===== src/rtl/multi_alarm_ctrl.sv =====
// Alarm clock controller: BCD time of day, N editable alarms, and a ring
// sequencer with snooze and auto-stop.
//
// Edit FSM   | meaning
// E_RUN      | clock runs, edit keys ignored
// E_HOUR     | add/sub change the hour of the selected target
// E_MIN      | add/sub change the minute of the selected target
//
// Ring FSM   | meaning
// QUIET      | no alarm active
// RINGING    | ring asserted for alarm ring_id
// SNOOZED    | waiting SNOOZE_MIN minute boundaries before ringing again
module multi_alarm_ctrl #(
    parameter int CLK_FREQ   = 50_000_000,
    parameter int N_ALARM    = 4,
    parameter int SNOOZE_MIN = 5,
    parameter int RING_MIN   = 1,
    localparam int IW        = (N_ALARM > 1) ? $clog2(N_ALARM) : 1
) (
    input  logic            clk,
    input  logic            rst,
    input  logic            sel_alarm,
    input  logic [IW-1:0]   alarm_idx,
    input  logic [N_ALARM-1:0] alarm_en,
    input  logic            key_adj,
    input  logic            key_add,
    input  logic            key_sub,
    input  logic            snooze,
    input  logic            stop,
    output logic [3:0]      hour_h,
    output logic [3:0]      hour_l,
    output logic [3:0]      min_h,
    output logic [3:0]      min_l,
    output logic [3:0]      sec_h,
    output logic [3:0]      sec_l,
    output logic [3:0]      al_hour_h,
    output logic [3:0]      al_hour_l,
    output logic [3:0]      al_min_h,
    output logic [3:0]      al_min_l,
    output logic [1:0]      adjust,
    output logic            ring,
    output logic [IW-1:0]   ring_id,
    output logic            sec_tick
);
    localparam int PW = (CLK_FREQ > 1) ? $clog2(CLK_FREQ) : 1;
    localparam logic [PW-1:0] PRESC_MAX = PW'(CLK_FREQ - 1);

    typedef enum logic [1:0] {E_RUN = 2'd0, E_HOUR = 2'd1, E_MIN = 2'd2} edit_t;
    typedef enum logic [1:0] {QUIET = 2'd0, RINGING = 2'd1, SNOOZED = 2'd2} ring_t;

    function automatic logic [7:0] bcd_inc(input logic [7:0] v, input logic [7:0] max);
        if (v == max)          return 8'h00;
        else if (v[3:0] == 4'd9) return {v[7:4] + 4'd1, 4'd0};
        else                   return {v[7:4], v[3:0] + 4'd1};
    endfunction

    function automatic logic [7:0] bcd_dec(input logic [7:0] v, input logic [7:0] max);
        if (v == 8'h00)        return max;
        else if (v[3:0] == 4'd0) return {v[7:4] - 4'd1, 4'd9};
        else                   return {v[7:4], v[3:0] - 4'd1};
    endfunction

    logic [PW-1:0] presc, presc_n;
    logic [7:0]    hh, mm, ss, hh_n, mm_n, ss_n;
    logic [7:0]    al_hh [N_ALARM];
    logic [7:0]    al_mm [N_ALARM];
    edit_t         edit_st, edit_nx;
    ring_t         ring_st, ring_nx;
    logic [5:0]    rcnt, rcnt_n;
    logic [IW-1:0] rid, rid_n, hit_id;
    logic          hit, match, min_tick, armed, key_ok, edit_time, idx_ok;

    assign sec_tick  = (presc == PRESC_MAX);
    assign key_ok    = (key_add ^ key_sub) && (edit_st != E_RUN);
    assign edit_time = !sel_alarm && (edit_st != E_RUN);
    assign idx_ok    = int'(alarm_idx) < N_ALARM;
    assign min_tick  = sec_tick && (ss == 8'h59);
    assign armed     = alarm_en[rid];

    always_comb begin
        edit_nx = edit_st;
        if (key_adj) begin
            case (edit_st)
                E_RUN:   edit_nx = E_HOUR;
                E_HOUR:  edit_nx = E_MIN;
                default: edit_nx = E_RUN;
            endcase
        end
    end

    // Seconds keep counting while the time is being edited, but never carry.
    always_comb begin
        presc_n = sec_tick ? '0 : presc + PW'(1);
        hh_n = hh;
        mm_n = mm;
        ss_n = ss;
        if (sec_tick) begin
            ss_n = bcd_inc(ss, 8'h59);
            if (ss == 8'h59 && !edit_time) begin
                mm_n = bcd_inc(mm, 8'h59);
                if (mm == 8'h59) hh_n = bcd_inc(hh, 8'h23);
            end
        end
        if (key_ok && !sel_alarm) begin
            if (edit_st == E_HOUR) begin
                hh_n = key_add ? bcd_inc(hh, 8'h23) : bcd_dec(hh, 8'h23);
            end else if (edit_st == E_MIN) begin
                mm_n    = key_add ? bcd_inc(mm, 8'h59) : bcd_dec(mm, 8'h59);
                ss_n    = 8'h00;
                presc_n = '0;
            end
        end
    end

    // Descending scan so the lowest matching index wins.
    always_comb begin
        hit    = 1'b0;
        hit_id = '0;
        for (int i = N_ALARM - 1; i >= 0; i--) begin
            if (alarm_en[i] && al_hh[i] == hh_n && al_mm[i] == mm_n) begin
                hit    = 1'b1;
                hit_id = IW'(i);
            end
        end
    end

    assign match = sec_tick && (ss_n == 8'h00) && hit;

    always_comb begin
        ring_nx = ring_st;
        rcnt_n  = rcnt;
        rid_n   = rid;
        case (ring_st)
            QUIET: begin
                if (match) begin
                    ring_nx = RINGING;
                    rcnt_n  = 6'(RING_MIN);
                    rid_n   = hit_id;
                end
            end
            RINGING: begin
                if (stop || !armed) begin
                    ring_nx = QUIET;
                end else if (snooze) begin
                    ring_nx = SNOOZED;
                    rcnt_n  = 6'(SNOOZE_MIN);
                end else if (min_tick) begin
                    if (rcnt == 6'd1) ring_nx = QUIET;
                    else              rcnt_n  = rcnt - 6'd1;
                end
            end
            SNOOZED: begin
                if (stop || !armed) begin
                    ring_nx = QUIET;
                end else if (min_tick) begin
                    if (rcnt == 6'd1) begin
                        ring_nx = RINGING;
                        rcnt_n  = 6'(RING_MIN);
                    end else begin
                        rcnt_n = rcnt - 6'd1;
                    end
                end
            end
            default: ring_nx = QUIET;
        endcase
    end

    always_ff @(posedge clk or posedge rst) begin
        if (rst) begin
            presc   <= '0;
            hh      <= 8'h00;
            mm      <= 8'h00;
            ss      <= 8'h00;
            edit_st <= E_RUN;
            ring_st <= QUIET;
            rcnt    <= '0;
            rid     <= '0;
            for (int i = 0; i < N_ALARM; i++) begin
                al_hh[i] <= 8'h00;
                al_mm[i] <= 8'h00;
            end
        end else begin
            presc   <= presc_n;
            hh      <= hh_n;
            mm      <= mm_n;
            ss      <= ss_n;
            edit_st <= edit_nx;
            ring_st <= ring_nx;
            rcnt    <= rcnt_n;
            rid     <= rid_n;
            if (key_ok && sel_alarm && idx_ok) begin
                if (edit_st == E_HOUR)
                    al_hh[alarm_idx] <= key_add ? bcd_inc(al_hh[alarm_idx], 8'h23)
                                                : bcd_dec(al_hh[alarm_idx], 8'h23);
                else if (edit_st == E_MIN)
                    al_mm[alarm_idx] <= key_add ? bcd_inc(al_mm[alarm_idx], 8'h59)
                                                : bcd_dec(al_mm[alarm_idx], 8'h59);
            end
        end
    end

    always_comb begin
        {al_hour_h, al_hour_l, al_min_h, al_min_l} = 16'h0000;
        if (idx_ok) {al_hour_h, al_hour_l, al_min_h, al_min_l} = {al_hh[alarm_idx], al_mm[alarm_idx]};
    end

    assign {hour_h, hour_l} = hh;
    assign {min_h, min_l}   = mm;
    assign {sec_h, sec_l}   = ss;
    assign adjust           = edit_st;
    assign ring             = (ring_st == RINGING);
    assign ring_id          = rid;

endmodule


===== config.mk =====
export PLATFORM = sky130hd
export DESIGN_NAME = multi_alarm_ctrl
export DESIGN_NICKNAME = d
export VERILOG_FILES = /design/src/rtl/multi_alarm_ctrl.sv
export SDC_FILE = /design/constraint.sdc
export NUM_CORES = 1
export LEC_CHECK = 0
export CAP_MARGIN = 15
export CORE_MARGIN = 1
export CORE_UTILIZATION = 45
export DETAILED_ROUTE_END_ITERATION = 16
export GPL_TIMING_DRIVEN = 1
export PLACE_DENSITY_LB_ADDON = 0.15
export SYNTH_ARGS = -nofsm -noshare
export SYNTH_HDL_FRONTEND = slang
export SYNTH_SLANG_ARGS = --single-unit

===== constraint.sdc =====
create_clock -name clk -period 3.95 [get_ports clk]
set_clock_uncertainty 0.05 [all_clocks]
set_input_delay 0.79 -clock clk [delete_from_list [all_inputs] [get_ports clk]]
set_output_delay 0.79 -clock clk [all_outputs]
set_load 0.1 [all_outputs]

== Yosys cells after proc, flatten, opt, wreduce, memory -nomap -nowiden ==
Cells that the tools add are included.
Cells by class
  $add $sub $neg: 20
  equality and inequality tests: 34
  bitwise logic cells: 3
  $lt $le $gt $ge: 3
  muxes and demuxes: 89
  reductions and logical operators: 39
Operators with widths (count)
  two-way mux 8 bit: 51
  two-way mux 26 bit: 4
  bitwise mux 32 bit: 2
  equality test 8 bit: 8
  two-way mux 6 bit: 8
  adder 4 x 1 -> 4 bit, second input constant: 10
  zero test 8 bit: 5
  binary-select mux 8 bit (select 2 bit): 2
  subtractor 4 x 1 -> 4 bit, second input constant: 8
  adder 26 x 1 -> 26 bit, second input constant: 1
  equality test 26 bit, second input constant: 1
  equality test 8 x 7 -> 1 bit, second input constant: 3
  two-way mux 2 bit: 12
  equality test 4 bit, second input constant: 5
  one-hot mux 6 bit (3 select lines): 1
  logical AND 1 bit: 17
  demux 8 bit (select 2 bit): 1
  equality test 8 x 6 -> 1 bit, second input constant: 2
  zero test 4 bit: 4
  != test 3 bit, second input constant: 3
  != test 2 bit, second input constant: 4
  != test 4 x 2 -> 1 bit, second input constant: 2
  AND reduction 7 bit: 1
  equality test 6 x 1 -> 1 bit, second input constant: 1
  22 further kinds: 32
Storage, ports and cells
  bits in registers: 126
  input port bits: 14

== Depth between registers and ports, before layout ==
Gate-level depths: netlist (run 1).
  depth after elaboration: 18
  mapped depth: 17

== Worst setup path after synthesis (run 1) ==
OpenSTA, ideal clock, no wires.
  path type: register -> register
  start point: register hh[1]
  end point: register rcnt[1]
  path buffers: 1
  period minus slack after synthesis: 4.665 ns
  stages on the path, launching flop included: 14
  path slack: -0.715 ns
  arrival: 4.487 ns
  required time: 3.772 ns
  path through: dfrtp_1 inv_1 ha_1 and3b_1 buf_2 mux2i_1 a2111oi_0 o21ai_0 a221o_1 or4_4 nor4_4 o41ai_4 a21oi_1 mux2_1
Between the ends
  cells in the longest elaborated chain, start to end: 18
RTL lines
  start: declaration: line 64  | logic [7:0] hh, mm, ss, hh_n, mm_n, ss_n;
  start signal: assignment: line 184  | hh <= hh_n;
  adder 4 x 1 -> 4 bit / equality test 4 bit (equally long branches): line 54, 53
  two-way mux 8 bit: line 53  | else if (v[3:0] == 4'd9) return {v[7:4] + 4'd1, 4'd0};
  two-way mux 8 bit: line 52  | if (v == max) return 8'h00;
  two-way mux 8 bit: line 101  | if (mm == 8'h59) hh_n = bcd_inc(hh, 8'h23);
  two-way mux 8 bit: line 99  | if (ss == 8'h59 && !edit_time) begin
  two-way mux 8 bit: line 97  | if (sec_tick) begin
  two-way mux 8 bit: line 105  | if (edit_st == E_HOUR) begin
  two-way mux 8 bit *: line 104  | if (key_ok && !sel_alarm) begin
  equality test 8 bit: line 120  | if (alarm_en[i] && al_hh[i] == hh_n && al_mm[i] == mm_n) begin
  logical AND 1 bit (2 in a row): line 120
  two-way mux 1 bit (3 in a row): line 120
  two-way mux 1 bit *: line 120
  logical AND 1 bit *: line 127  | assign match = sec_tick && (ss_n == 8'h00) && hit;
  != test 2 bit (no line) *
  AND reduction 7 bit (no line) *
  end signal: assignment: line 189  | rcnt <= rcnt_n;
  end: declaration: line 69  | logic [5:0] rcnt, rcnt_n;
Every way passes the cells marked *; elsewhere a longest branch is shown, timed or not.
A chain may end at the register's enable or synchronous reset.

== Final worst setup path (run 1) ==
  start point: register hh[0]
  end point: register rid[1], in the netlist ring_id[1]
Between the ends
  cells in the longest elaborated chain, start to end: 17
RTL lines
  adder 4 x 1 -> 4 bit / equality test 4 bit (equally long branches): line 54, 53
  two-way mux 8 bit: line 53
  two-way mux 8 bit: line 52
  two-way mux 8 bit: line 101
  two-way mux 8 bit: line 99
  two-way mux 8 bit: line 97
  two-way mux 8 bit: line 105
  two-way mux 8 bit *: line 104
  equality test 8 bit: line 120
  logical AND 1 bit (2 in a row): line 120
  two-way mux 1 bit (4 in a row): line 120
  logical AND 1 bit: line 127
  AND reduction 2 bit (no line)
  end signal: assignment: line 190  | rid <= rid_n;
  end: declaration: line 70  | logic [IW-1:0] rid, rid_n, hit_id;
Marks and branches as above.

==> flow_summary.json, run 1 <==
{
  "via_per_inst": 6.11,
  "nets": 1476,
  "rrSetupSlack_ns": 0.002,
  "period_share_pct": 99.9,
  "synth_seq_cells": 126,
  "syn_nets": 1211,
  "swShare_pct": 50.3,
  "row_count": 55,
  "drt-initial-drc-count": 971,
  "fin_util_pct": 64.3,
  "initial_core_util_pct": 45.9,
  "synth_area_sq_um": 10400,
  "die_h_um": 154,
  "cts_made_buffers": 17,
  "grt_antenna_before_repair": 0,
  "p_int_mw": 6.36,
  "hold_path_class": "flip-flop to flip-flop",
  "gr-total-overflow": 0,
  "min-delay-start": "rcnt[5]",
  "core_sq_um": 22600,
  "hold-path-cell-count": 2,
  "start_kind": "flip-flop",
  "synthCells": 1159,
  "synth.avg_cell_area_sq_um": 8.96,
  "status": "completed",
  "diodes": 0,
  "mostFrequentLayoutCell": "buf_4",
  "vias": 10500,
  "crit_slowest_cell": "or4_4",
  "path_cells": "buf_12 -> ha_4 -> and3b_1 -> mux2i_2 -> a2111oi_0 -> o21ai_1 -> a221o_1 -> or4_4 -> nor4_4 -> buf_4 -> buf_4 -> o41a_1 -> mux2_2",
  "holdBufCountCts": 0,
  "power_leakage_nw": 6.35,
  "vdd_drop_max_mv": 0.838,
  "synthArstFlopShare_pct": 100,
  "r2r_start": "hh[0]",
  "path_common_cell": "buf_4",
  "seqPwrFrac_pct": 19.6,
  "totalWireLength_um": 38100,
  "crit_family": "simple AND/OR/NAND/NOR gates",
  "grt_usage_pct": 32.6,
  "multi_input_area_sq_um": 7430,
  "max_stage_delay_ns": 0.56,
  "clock_sinks": 126,
  "drv_slew": 0,
  "synth.yosys.seq_area_share_pct": 30.4,
  "setup_viol": 0,
  "yosysWarnings": 0,
  "synth_flop_cell": "dfrtp_1",
  "clkTransAtPathRegs_ns": 0.06,
  "end_kind": "flip-flop",
  "crit_buf_inv": 3,
  "register_area_sq_um": 3180,
  "clock.fmax_mhz": 253,
  "cts-root-buf": "clkbuf_16",
  "setup_ws_ns": 0.00233,
  "routabilityCongestion": 1.01,
  "grt_max_degree": 75,
  "num-fill-cells": 1907,
  "worstSetupPathType": "flip-flop to flip-flop",
  "clock_path_buffers": 2,
  "wl_per_cell_um": 22.1,
  "io_buffer_count": 59,
  "preCtsSetupSlack_ns": -0.714,
  "arrival_ns": 4.21,
  "hpwl_um": 29500,
  "rsz0062_at_grt": "true",
  "r2r-end": "ring_id[1]",
  "synth.distinct_cells": 98,
  "io_pins": 60,
  "p_switching_mw": 6.43,
  "relSlewSlack_pct": 34.1,
  "power.density_nw_per_um2": 879,
  "maxCapViolations": 0,
  "p_comb_share_pct": 66.9,
  "htreeDepth": 4,
  "grt_pass1_wl_um": 58900,
  "cp.required_ns": 4.21,
  "worst_pin_slew_ns": 0.986,
  "cts_tree": "built",
  "synth-edff-count": 0,
  "clk_latency_ns": 0.43,
  "grt_pass1_vias": 10200,
  "hold_viol_final": 0,
  "dieArea_sq_um": 23700,
  "syn2layout_area_growth_pct": 40.2,
  "power_mw": 12.8,
  "final_cell_mix": "buf_4, dfrtp_1, nand2_1",
  "drc": 0,
  "drive_gt1_share_pct": 36.7,
  "min_period_ns": 3.95,
  "worstPathMaxFanout": 4,
  "dieWidth_um": 154,
  "dr.pass1.iters": 6,
  "power.clock.fraction_pct": 13.5,
  "ant_nets": 0,
  "r2r_cells": 13,
  "worstSetupStartpoint": "hh[0]",
  "min_to": "rcnt[5]"
}
-- power groups by stage --
stage,combinational [mW],sequential [mW],clock [mW]
floorplan,4.15,3.08,0
global placement,7.77,2.46,0
detailed placement,7.79,2.48,0
CTS,7.90,2.46,1.76
global route,9.05,2.55,1.80
finish,8.55,2.51,1.73
-- flip-flops by register name (all words and copies together) (netlist names) --
signal and flops:
rcnt 6, adjust 2, ring_id 2, presc 26, mm 8, al_hh 32
ss 8, ring_st 2, al_mm 32, hh 8
-- cell type report --
type | instances | share of cell area [%]
Multi-Input combinational cell | 918 | 51.1
Clock buffer | 18 | 2.95
Tap cell | 285 | 2.45
Timing Repair Buffer | 307 | 18.8
Sequential cell | 126 | 21.8
Clock inverter | 14 | 1.41
Inverter | 54 | 1.50
-- timing repair --
| action | 4_1_cts | 5_1_grt |
|---|---|---|
| hold endpoints to repair | 0 | 0 |
| gates cloned | 0 | 1 |
| setup buffers | 2 | 20 |
| endpoints found under the setup margin | 10 | 10 |
| pin swaps | 8 | 39 |
| gates resized for setup | 24 | 96 |
-- synthesized netlist by cell type (all sizes together), types with 11 or more instances --
cell type,number,share of area [%]
nor3,32,1.5
nor3b,11,0.84
ha,38,4.6
a31oi,14,0.84
xnor2,43,3.6
a21oi,60,2.9
or3,15,1.0
inv,52,1.9
and3,15,0.95
mux2,50,5.5
dfrtp,126,30
nand2b,15,0.90
nand4,20,1.3
a211oi,16,1.4
mux2i,19,1.8
nand3,34,1.7
o21ai,69,3.3
xor2,45,3.8
clkbuf,42,1.5
nor2,94,3.4
a221oi,11,0.93
nor4,16,1.6
nand2,94,3.4
mux4,18,3.9
buf,19,0.99
-- tightest hold or removal path: stages, from the launching register on --
cell and delay, ns:
dfrtp_1 0.32, inv_1 0.05, o32ai_1 0.09
-- worst max path at each step --
stage                  to  slack (ns)  depth (start not counted)
2_1_floorplan     rcnt[1]       -0.11                         15
3_3_place_gp      rcnt[1]       -0.73                         11
3_5_place_dp      rcnt[0]       -0.71                         12
4_1_cts           rcnt[0]       0.005                         15
5_1_grt           rcnt[3]       -0.14                         12
6_report       ring_id[1]       0.002                         13
-- stage by stage --
| step | setup TNS, ns | hold WS [ns] | instances | area (sq um) |
|---|---|---|---|---|
| global route | -1.07 | 0.490 | 1722 | 14600 |
| finish | 0 | 0.466 | 1722 | 14600 |
| CTS | 0 | 0.472 | 1702 | 13900 |
| detailed placement | -6.47 | 0.456 | 1668 | 13200 |
| global placement | -6.43 | 0.459 | 1668 | 13200 |
| floorplan | -0.107 | 0.424 | 1159 | 10600 |
-- cells by family after synthesis --
group                      synth area share (%)
and+or+nand+nor                            22.2
AOI/OAI and AO/OA                          19.8
DFF                                        30.4
buffers and inverters                      4.46
xor gates and xnor gates                   7.42
muxes                                      11.2
adders and majority gates                  4.58
-- routing by layer --
metal	track usage [%]	share of wire (%)	vias to the layer above	wire length [um]
li1	-	-	4840	-
met1	42.5	42	5196	16100
met2	53.6	48	403	18200
met3	5.52	6.5	81	2460
met4	13.3	3.5	0	1320
met5	0	0	-	0
Note: power is estimated with default switching activity, not from simulation.
==> run 2, diff against run 1 <==
CTS_CLUSTER_SIZE = 28   (was unset)
==> results of run 2 <==
No change in the layout: final DEF, timing and power equal those of run 1.
